===== src/rtl/ex_div.sv =====
// ---------------------------------------------------------------------------
// ex_div -- iterative 32-bit divider for the EX stage.
//
// Produces one quotient bit per clock by restoring division. A divide takes
// 33 rising edges from the edge that accepts start_i up to and including the
// edge that raises ready_o. A divide by zero takes 2 edges and returns all
// zeros. The result stays valid while start_i is held high and is cleared
// once start_i drops.
//
// Build option:
//   DIV_SIGNED_EN - when defined, signed_div_i selects a signed divide.
//                   When undefined, every divide is unsigned and
//                   signed_div_i is ignored. Latency is the same in both
//                   builds.
//
// Ports:
//   clk          in   1   clock, rising edge
//   rst          in   1   synchronous reset, active-high
//   signed_div_i in   1   1 = signed divide, 0 = unsigned
//   opdata1_i    in  32   dividend
//   opdata2_i    in  32   divisor
//   start_i      in   1   request, held high until the result is consumed
//   annul_i      in   1   cancel the current operation (flush/exception)
//   result_o     out 64   {remainder (HI), quotient (LO)}
//   ready_o      out  1   result valid
//   stallreq_o   out  1   stall request while a result is still pending
// ---------------------------------------------------------------------------
module ex_div (
  input  logic        clk,
  input  logic        rst,
  input  logic        signed_div_i,
  input  logic [31:0] opdata1_i,
  input  logic [31:0] opdata2_i,
  input  logic        start_i,
  input  logic        annul_i,
  output logic [63:0] result_o,
  output logic        ready_o,
  output logic        stallreq_o
);

  typedef enum logic [1:0] {
    IDLE   = 2'd0,
    BYZERO = 2'd1,
    ON     = 2'd2,
    END    = 2'd3
  } state_e;

  state_e      state_q, state_d;
  logic [5:0]  cnt_q, cnt_d;
  logic [31:0] rem_q, rem_d;
  logic [31:0] quo_q, quo_d;
  logic [31:0] dvs_q, dvs_d;
  logic [63:0] result_q, result_d;
  logic        ready_q, ready_d;

  logic [31:0] dvdMag, dvsMag;
  logic [32:0] trial;
  logic [31:0] stepRem, stepQuo;
  logic [31:0] finalRem, finalQuo;

`ifdef DIV_SIGNED_EN
  logic negQuo_q, negQuo_d;
  logic negRem_q, negRem_d;
  logic dvdNeg, dvsNeg;

  // Signed operands are divided as magnitudes. The most-negative value maps
  // onto itself, which is exactly its magnitude when read as unsigned.
  assign dvdNeg = signed_div_i & opdata1_i[31];
  assign dvsNeg = signed_div_i & opdata2_i[31];
  assign dvdMag = dvdNeg ? (~opdata1_i + 32'd1) : opdata1_i;
  assign dvsMag = dvsNeg ? (~opdata2_i + 32'd1) : opdata2_i;
`else
  logic unusedSigned;

  assign unusedSigned = signed_div_i;
  assign dvdMag       = opdata1_i;
  assign dvsMag       = opdata2_i;
`endif

  // The dividend sits in quo_q and shifts out of its MSB while quotient bits
  // shift in at the LSB. The partial remainder is always below the divisor,
  // so bit 32 of the trial difference is set exactly when the subtraction
  // would go negative.
  assign trial   = {rem_q, quo_q[31]} - {1'b0, dvs_q};
  assign stepRem = trial[32] ? {rem_q[30:0], quo_q[31]} : trial[31:0];
  assign stepQuo = {quo_q[30:0], ~trial[32]};

`ifdef DIV_SIGNED_EN
  assign finalQuo = negQuo_q ? (~stepQuo + 32'd1) : stepQuo;
  assign finalRem = negRem_q ? (~stepRem + 32'd1) : stepRem;
`else
  assign finalQuo = stepQuo;
  assign finalRem = stepRem;
`endif

  // Next-state and datapath logic. Annul overrides everything except reset
  // and drops any partial result on the floor.
  always_comb begin
    state_d  = state_q;
    cnt_d    = cnt_q;
    rem_d    = rem_q;
    quo_d    = quo_q;
    dvs_d    = dvs_q;
    result_d = result_q;
    ready_d  = ready_q;
`ifdef DIV_SIGNED_EN
    negQuo_d = negQuo_q;
    negRem_d = negRem_q;
`endif

    if (annul_i) begin
      state_d  = IDLE;
      cnt_d    = 6'd0;
      result_d = 64'h0;
      ready_d  = 1'b0;
    end else begin
      case (state_q)
        IDLE: begin
          result_d = 64'h0;
          ready_d  = 1'b0;
          if (start_i) begin
            cnt_d = 6'd1;
            rem_d = 32'h0;
            quo_d = dvdMag;
            dvs_d = dvsMag;
`ifdef DIV_SIGNED_EN
            negQuo_d = dvdNeg ^ dvsNeg;
            negRem_d = dvdNeg;
`endif
            state_d = (opdata2_i == 32'h0) ? BYZERO : ON;
          end
        end

        BYZERO: begin
          state_d  = END;
          result_d = 64'h0;
          ready_d  = 1'b1;
        end

        // The 32nd iteration and the sign fix-up share one edge so the
        // result lands on the 33rd edge after acceptance.
        ON: begin
          rem_d = stepRem;
          quo_d = stepQuo;
          if (cnt_q == 6'd32) begin
            state_d  = END;
            cnt_d    = 6'd0;
            result_d = {finalRem, finalQuo};
            ready_d  = 1'b1;
          end else begin
            cnt_d = cnt_q + 6'd1;
          end
        end

        END: begin
          if (!start_i) begin
            state_d  = IDLE;
            result_d = 64'h0;
            ready_d  = 1'b0;
          end
        end

        default: begin
          state_d  = IDLE;
          result_d = 64'h0;
          ready_d  = 1'b0;
        end
      endcase
    end
  end

  // State register with synchronous reset taking priority over all inputs.
  always_ff @(posedge clk) begin
    if (rst) begin
      state_q  <= IDLE;
      cnt_q    <= 6'd0;
      rem_q    <= 32'h0;
      quo_q    <= 32'h0;
      dvs_q    <= 32'h0;
      result_q <= 64'h0;
      ready_q  <= 1'b0;
`ifdef DIV_SIGNED_EN
      negQuo_q <= 1'b0;
      negRem_q <= 1'b0;
`endif
    end else begin
      state_q  <= state_d;
      cnt_q    <= cnt_d;
      rem_q    <= rem_d;
      quo_q    <= quo_d;
      dvs_q    <= dvs_d;
      result_q <= result_d;
      ready_q  <= ready_d;
`ifdef DIV_SIGNED_EN
      negQuo_q <= negQuo_d;
      negRem_q <= negRem_d;
`endif
    end
  end

  assign result_o   = result_q;
  assign ready_o    = ready_q;
  assign stallreq_o = start_i & ~ready_q;

endmodule


===== config.mk =====
export PLATFORM = sky130hd
export DESIGN_NAME = ex_div
export DESIGN_NICKNAME = d
export VERILOG_FILES = /design/src/rtl/ex_div.sv
export SDC_FILE = /design/constraint.sdc
export NUM_CORES = 1
export LEC_CHECK = 0
export CORE_ASPECT_RATIO = 0.6
export CORE_MARGIN = 3
export CORE_UTILIZATION = 49
export DETAILED_ROUTE_END_ITERATION = 6
export MAX_ROUTING_LAYER = met4
export PLACE_DENSITY = 0.77
export SYNTH_ARGS = -nofsm -noshare
export SYNTH_HDL_FRONTEND = slang
export SYNTH_SLANG_ARGS = --single-unit

===== constraint.sdc =====
create_clock -name clk -period 3.4 [get_ports clk]
set_clock_uncertainty 0.2 [all_clocks]
set_input_delay 0.68 -clock clk [delete_from_list [all_inputs] [get_ports clk]]
set_output_delay 0.68 -clock clk [all_outputs]
set_load 0.02 [all_outputs]

# Word-level counts from Yosys, hierarchy flattened
# Cells that the tools add are included.
# word_totals
input_bits	69
wordCells	49
regBits	169
# op_classes
n_bitwise	4
n_eq_ne	7
reduce_logical	10
addsub	2
mux	19
# ops
cell	count
case mux 64 bit (3 select lines)	1
2-to-1 mux 64 bit	2
case mux 32 bit (2 select lines)	2
2-to-1 mux 32 bit	3
subtractor 33 x 32 -> 33 bit	1
logical NOT 32 bit	1
2-to-1 mux 6 bit	2
case mux 6 bit (2 select lines)	1
AND reduction 3 bit	3
2-to-1 mux 2 bit	4
case mux 2 bit (4 select lines)	1
adder 6 x 1 -> 6 bit (second input constant)	1
== test 6 bit (second input constant)	1
!= test 2 bit (second input constant)	3
== test 2 bit (second input constant)	2
case mux 1 bit (4 select lines)	1
AND reduction 2 bit	2
OR reduction 2 bit	2
inverter 1 bit	3
== test 2 x 1 -> 1 bit (second input constant)	1
logical NOT 2 bit	1
2-to-1 mux 1 bit	2
nonzero test 2 bit	1
AND 1 bit	1

# Longest topological paths before layout
# Gate-level depths: netlist of the first run.
# depth
ltp_word	4
ltp_mapped	15

# Worst setup path after synthesis of the first run
# Ideal clock, no wire load.
# synth_path
path_kind	register to register
startpoint	register quo_q[31]
endpoint	register result_q[55] (netlist: result_o[55])
n_path_buf	2
required_ns	3.072
setup_slack_ns	0.158
arrival_ns	2.914
path_stages_with_launch	16
setup_time_ns	0.128
path_cell_list	dfxtp_1 > inv_1 > ha_1 > inv_1 > fa_1 > a211oi_2 > o211ai_2 > a311oi_2 > nor2_1 > nor4b_2 > o21bai_1 > xor2_1 > buf_6 > buf_4 > a2bb2oi_1 > o21ai_0
# synth_via
elab_chain_cells	4
# synth_rtl
element	line	source
start: declaration	51	logic [31:0] quo_q, quo_d;
start signal: assignment	190	quo_q <= quo_d;
subtractor 33 x 32 -> 33 bit	84	assign trial = {rem_q, quo_q[31]} - {1'b0, dvs_q};
2-to-1 mux 32 bit	85	assign stepRem = trial[32] ? {rem_q[30:0], quo_q[31]} : trial[31:0];
2-to-1 mux 64 bit	145	if (cnt_q == 6'd32) begin
case mux 64 bit (3 select lines)	117	case (state_q)
end signal: assignment	192	result_q <= result_d;
end: declaration	53	logic [63:0] result_q, result_d;
# Every way passes these cells. The select of a mux whose other input is x is not followed.
# A chain may end at the register's enable or synchronous reset.

# Worst setup path in the final report of the first run
# layout_path
startpoint	register quo_q[31]
endpoint	register rem_q[10]
# layout_via
elab_chain_cells	3
# layout_rtl
element	line	source
subtractor 33 x 32 -> 33 bit	84	
2-to-1 mux 32 bit	85	
case mux 32 bit (2 select lines)	117	
end signal: assignment	189	rem_q <= rem_d;
end: declaration	50	logic [31:0] rem_q, rem_d;
# Every way passes these cells.

==> impl_metrics.toml, run 1 <==
[cts]
cts_max_level = 4
cts-root-buf = "clkbuf_16"
clk_latency_ns = 0.42
cts_tree = "done"
numCtsBuffers = 17
clock_path_buffers = 2
cts.clk_slew.worst_paths_ns = 0.07
cts-hold-fix-buffers = 0
cts_sinks = 169

[routing]
firstDrtPassIters = 7
vias_per_cell = 5.604
vias = 7985
ant_nets = 0
drc = 0
drt-initial-drc-count = 684
wl_per_cell_um = 16.97
finalWirelength_mm = 24.18

[floorplanning]
ios = 135
die_area_sq_um = 18890
die_x_um = 175.4
coreArea_sq_um = 16530
start_util = 0.5105
rows = 36
die_y_um = 107.7

[place]
gp_congestion = 0.9489
place_inst = 1382
hpwl_mm = 16.94
place_area_sq_um = 10110
port_buffers = 133

[final_layout]
layout.cells.non_filler = 1425
drive_gt1_frac = 0.1178
final_area_sq_um = 11220
area.growth.synth_to_final_pct = 32.91
fin_util = 0.6786
finalNetCount = 1293
num_antenna_cells = 0

[sta]
period_share = 1.012
finalHoldViolCount = 0
slew_violations = 0
tightest_slew_ns = 0.8643
post-route-min-period_ns = 3.439
worst_slack_ns = -0.03929
finalSetupViolCount = 37
slew-limit-headroom = 0.4177
rsz0062_at_grt = "yes"
max_freq_mhz = 290.8

[yosys]
synth_top_cell_by_area = "dfxtp_1"
synth_area_per_cell_sq_um = 8.045
synth.distinct_cells = 61
yosysMostFrequentCell = "nand2_1"
synth_ff_type = "dfxtp_1"
synth-compound-area-share = 0.1967
synthMuxAreaShare = 0.07428
yosysWarnings = 0
synth_area_sq_um = 8439
synth-edff-count = 0
synthAdderAreaFrac = 0.05871
synth_common_cells = "199 x nand2_1, 169 x dfxtp_1, 100 x a21oi_1"
synthSimpleGateAreaFrac = 0.1832
synth_area_leaders = "dfxtp_1 40%, nand2_1 8.9%, mux2i_1 7.1%"
async_flop_share = 0
synth_top_area_frac = 0.4009
synth_cells = 1049
synthXorXnorAreaFrac = 0.03321
ys_seq_area_frac = 0.4009
ys_ff_latch = 169
synth_top_family_by_area = "compound AO/OA/AOI/OAI gates"
synth_fp_nets = 1157

[critical_path]
critPathArrivalTime_ns = 3.53
worstPathCellList = "inv_2 > ha_4 > inv_2 > fa_2 > a211oi_4 > o211ai_2 > a311oi_2 > buf_4 > nor2_4 > nor4b_4 > o21bai_2 > xor2_4 > buf_12 > buf_16 > mux2i_4 > o21ai_1"
max_stage_delay_ns = 0.38
start_kind = "flop"
slowest_stage = "fa_2"
crit_family = "compound AO/OA/AOI/OAI gates"
worstPathRequired_ns = 3.49
critPathKind = "flop to flop"
cp_max_fo = 7
cp.buffers_inverters = 5
endpoint_kind = "flop"
cpMostUsedCell = "inv_2"

[power_and_ir_drop]
ir_drop_uv = 316.8
power_density_nw_per_um2 = 462.1
leakagePower_nw = 4.090

[global_route]
grt_pass1_vias = 7362
grt.overflow.total = 0
grt_usage = 0.2593
grt_pass1_wl_mm = 38.27
grt_start_max_net_pins = 47
antenna_found_initial = 0

[run_status]
status = "finished, violations left"
violations = "negative setup slack"

[hold_path]
hold_class = "flop to flop"

[flow_run]
cap_violations = 0
[per-layer routing]
layer  global-route usage  part of all wire
met5                    -                 0
met4              0.04969            0.0098
met2               0.3601              0.43
met3              0.04686             0.062
met1               0.3935              0.50
[final timing paths]
check,from,end,slack [ns],cells after the start
worst min-delay path,result_o[0]$_SDFFE_PP0P_,result_o[0]$_SDFFE_PP0P_,0.25,2
worst min register to register,result_o[0]$_SDFFE_PP0P_,result_o[0]$_SDFFE_PP0P_,0.25,2
worst max-delay path,quo_q[31]$_SDFFE_PP0P_,rem_q[10]$_SDFFE_PP0P_,-0.04,16
worst max register to register,quo_q[31]$_SDFFE_PP0P_,rem_q[10]$_SDFFE_PP0P_,-0.04,16
[cell families (layout without fill, tap and decap cells)]
family / count (synthesis) / count (layout)
buffers and inverters: 112 / 260
XOR/XNOR: 32 / 32
AO/OA/AOI/OAI: 276 / 276
multiplexers: 62 / 62
AND/OR/NAND/NOR: 359 / 359
flip-flops: 169 / 169
adder cells (fa/ha/maj): 39 / 39
[registers in the layout (all words and copies together), names as in the netlist]
name / flops
result_o: 64
dvs_q: 32
quo_q: 32
rem_q: 32
cnt_q: 6
state_q: 2
ready_o: 1
[metrics by stage]
stage / worst slack [ns] / TNS (ns) / hold slack, ns / power [mW]
6_report: -0.03929 / -0.6307 / 0.2451 / 5.184
5_1_grt: -0.1854 / -9.367 / 0.2661 / 5.404
4_1_cts: -0.02324 / -0.1357 / 0.2490 / 5.080
3_5_place_dp: -0.1998 / -7.522 / 0.2404 / 3.075
3_3_place_gp: -0.09813 / -3.348 / 0.2349 / 3.057
2_1_floorplan: 0.1580 / 0 / 0.2363 / 2.756
[where the power goes]
group	internal, mW	switching, mW	total, mW
sequential	2.05	0.0497	2.10
clock	1.03	0.859	1.89
combinational	0.563	0.633	1.20
[repair_timing]
item,in CTS,in global routing
pin swaps,11,27
setup endpoints to repair,65,66
buffers inserted,5,4
cloned,2,1
gates resized for setup,63,59
[worst register-to-register path: stages, from the launching register on]
cell	delay, ns
dfxtp_2	0.33
inv_2	0.07
ha_4	0.13
inv_2	0.04
fa_2	0.38
a211oi_4	0.25
o211ai_2	0.15
a311oi_2	0.27
buf_4	0.19
nor2_4	0.05
nor4b_4	0.28
o21bai_2	0.12
xor2_4	0.16
buf_12	0.17
buf_16	0.18
mux2i_4	0.26
o21ai_1	0.08
[cell type report]
class                      count  area, sq um
inverter                      44        165.2
clock buffer                  18        429.2
multi-input combinational    768         4975
fill                        1396         5314
timing repair buffer         185         1839
clock inverter                13        137.6
tap                          228        285.3
sequential                   169         3386
[cells in the final DEF (no fill, tap or decap), drive strengths merged, types with 8 or more instances in the layout]
master,synthesis,routed
nand2,199,199
dfxtp,169,169
clkdlybuf4s50,0,132
a21oi,101,101
o21ai,82,82
nor2,66,66
mux2i,60,60
buf,11,52
inv,44,51
nand3,43,43
ha,38,38
a211oi,37,37
clkbuf,57,19
xnor2,18,18
xor2,14,14
a21o,11,11
nor3,8,8
nand4,8,8
Note: power is estimated with default switching activity, not from simulation.
==> run 2, diff against run 1 <==
==> constraint.sdc (replaced) <==
create_clock -name clk -period 3.4 [get_ports clk]
set_clock_uncertainty 0.2 [all_clocks]
set_input_delay 0.68 -clock clk [delete_from_list [all_inputs] [get_ports clk]]
set_output_delay 0.68 -clock clk [all_outputs]
set_load 0.05 [all_outputs]
==> impl_metrics.toml, run 2 (same netlist as run 1, synthesis figures left out) <==
[power_and_ir_drop]
ir_drop_uv = 332.7
power.switching_mw = 1.553
power_density_nw_per_um2 = 465.8
leakagePower_nw = 4.208
p_int_mw = 3.752
p_clk_frac = 0.369
p_comb_frac = 0.236
seq_power_share = 0.396
switching_share = 0.2927

[floorplanning]
ios = 135
rows = 36
die_area_sq_um = 18890
coreArea_sq_um = 16530
start_util = 0.5105
die_x_um = 175.4
die_y_um = 107.7

[run_status]
status = "finished, violations left"
violations = "negative setup slack"

[global_route]
grt_start_max_net_pins = 73
grt.overflow.total = 0
grt_usage = 0.2688
grt_pass1_wl_mm = 39.57
antenna_found_initial = 0
grt_pass1_vias = 7527

[sta]
finalSetupViolCount = 56
slew-limit-headroom = 0.3872
finalHoldViolCount = 0
rsz0062_at_grt = "yes"
post-route-min-period_ns = 3.539
slew_violations = 0
tightest_slew_ns = 0.9096
max_freq_mhz = 282.6
worst_slack_ns = -0.1388
period_share = 1.041

[critical_path]
cp_max_fo = 8
slowest_stage = "fa_2"
reg2reg_from = "quo_q[31]$_SDFFE_PP0P_"
critPathArrivalTime_ns = 3.64
worstPathRequired_ns = 3.50
critPathKind = "flop to flop"
endpoint_kind = "flop"
worstPathCellList = "inv_2 > ha_4 > inv_2 > fa_2 > a211oi_4 > o211ai_2 > a311oi_2 > buf_4 > nor2_4 > nor4b_4 > o21bai_2 > xor2_4 > buf_4 > bufbuf_16 > mux2i_1 > o21ai_0"
max_stage_delay_ns = 0.37
critPathLaunch = "quo_q[31]$_SDFFE_PP0P_"
start_kind = "flop"

[cts]
cts-root-buf = "clkbuf_16"
cts_tree = "done"
clock_path_buffers = 2
clk_latency_ns = 0.43
numCtsBuffers = 17
cts.clk_slew.worst_paths_ns = 0.07
cts_max_level = 4
cts_sinks = 169

[place]
gp_congestion = 0.9553
place_ws_ns = -0.2434
port_buffers = 133
hpwl_mm = 17.05

[final_layout]
largest_reg_flops = 64
fin_util = 0.6888
area.growth.synth_to_final_pct = 34.93
final_cell_mix = "199 x nand2_1, 168 x dfxtp_1, 131 x clkdlybuf4s50_1"
finalNetCount = 1316
num_antenna_cells = 0
layout_commonest_cell = "nand2_1"
fillers = 1304
drive_gt1_frac = 0.1344

[routing]
drc = 0
wl_per_cell_um = 17.38
drt-initial-drc-count = 632
firstDrtPassIters = 5
finalWirelength_mm = 25.17
ant_nets = 0
vias_per_cell = 5.592
vias = 8097

[hold_path]
hp-start = "result_o[41]$_SDFFE_PP0P_"
hold_class = "flop to flop"

[flow_run]
cap_violations = 0
==> run 2: changes by cell type in the layout (fill, tap and decap cells not counted), sizes merged <==
| cell | change |
|---|---|
| bufbuf | +1 |
| clkdlybuf4s50 | -1 |
| inv | -3 |
| clkinvlp | +1 |
| bufinv | +1 |
| buf | +24 |
==> run 2: timing repair <==
action                                  CTS  global route
resized for setup                        49            47
setup buffers                            28             2
gates cloned                              3             0
endpoints found under the setup margin   65            66
pin swaps                                11             9
hold buffers                              0             0
==> run 2: routing by layer <==
metal	routed length [um]	track usage	vias to the layer above	share of wire
met5	0	-	-	0
met4	482	0.06832	0	0.019
met3	1725	0.04651	41	0.069
met2	10730	0.3776	308	0.43
met1	12230	0.3993	3774	0.49
li1	-	-	3974	-
==> run 2: final cells by class <==
| cell class | count | area [sq um] | area share |
|---|---|---|---|
| Clock buffer | 19 | 442.9 | 0.03890 |
| Clock inverter | 12 | 141.4 | 0.01242 |
| Inverter | 44 | 165.2 | 0.01450 |
| Multi-Input combinational cell | 768 | 4956 | 0.4352 |
| Sequential cell | 169 | 3385 | 0.2972 |
| Tap cell | 228 | 285.3 | 0.02505 |
| Timing Repair Buffer | 208 | 2012 | 0.1767 |
==> run 2: per-stage QoR <==
step / hold slack (ns) / setup TNS [ns] / total power, mW / instances / area [sq um]
6_report: 0.2489 / -3.203 / 5.304 / 1448 / 11390
5_1_grt: 0.2710 / -9.352 / 5.495 / 1448 / 11390
4_1_cts: 0.2529 / -1.834 / 5.205 / 1447 / 11200
3_5_place_dp: 0.2419 / -9.665 / 3.100 / 1385 / 10140
3_3_place_gp: 0.2354 / -3.860 / 3.082 / 1385 / 10140
2_1_floorplan: 0.2363 / 0 / 2.769 / 1049 / 8439
==> run 2: power groups by stage <==
stage,Clock [mW],Combinational (mW),Sequential [mW]
floorplan,0,0.626,2.14
global placement,0,0.945,2.14
detailed placement,0,0.960,2.14
CTS,1.97,1.14,2.10
global route,2.05,1.34,2.11
finish,1.95,1.25,2.10
==> run 2: final timing paths <==
| kind | cells past startpoint | slack [ns] | end |
|---|---|---|---|
| setup / recovery | 16 | -0.14 | rem_q[7]$_SDFFE_PP0P_ |
| hold / removal | 2 | 0.25 | result_o[41]$_SDFFE_PP0P_ |
| setup reg to reg | 16 | -0.14 | rem_q[7]$_SDFFE_PP0P_ |
| hold reg to reg | 2 | 0.25 | result_o[41]$_SDFFE_PP0P_ |
==> run 2: worst max-delay path, delay by kind of cell, from the launching register on <==
kind | cells | cell delay, ns
compound gates | 5 | 0.89
buf+inv | 5 | 0.75
fa+ha+maj | 2 | 0.51
flops | 1 | 0.33
simple gates | 2 | 0.27
mux | 1 | 0.26
xor+xnor | 1 | 0.21
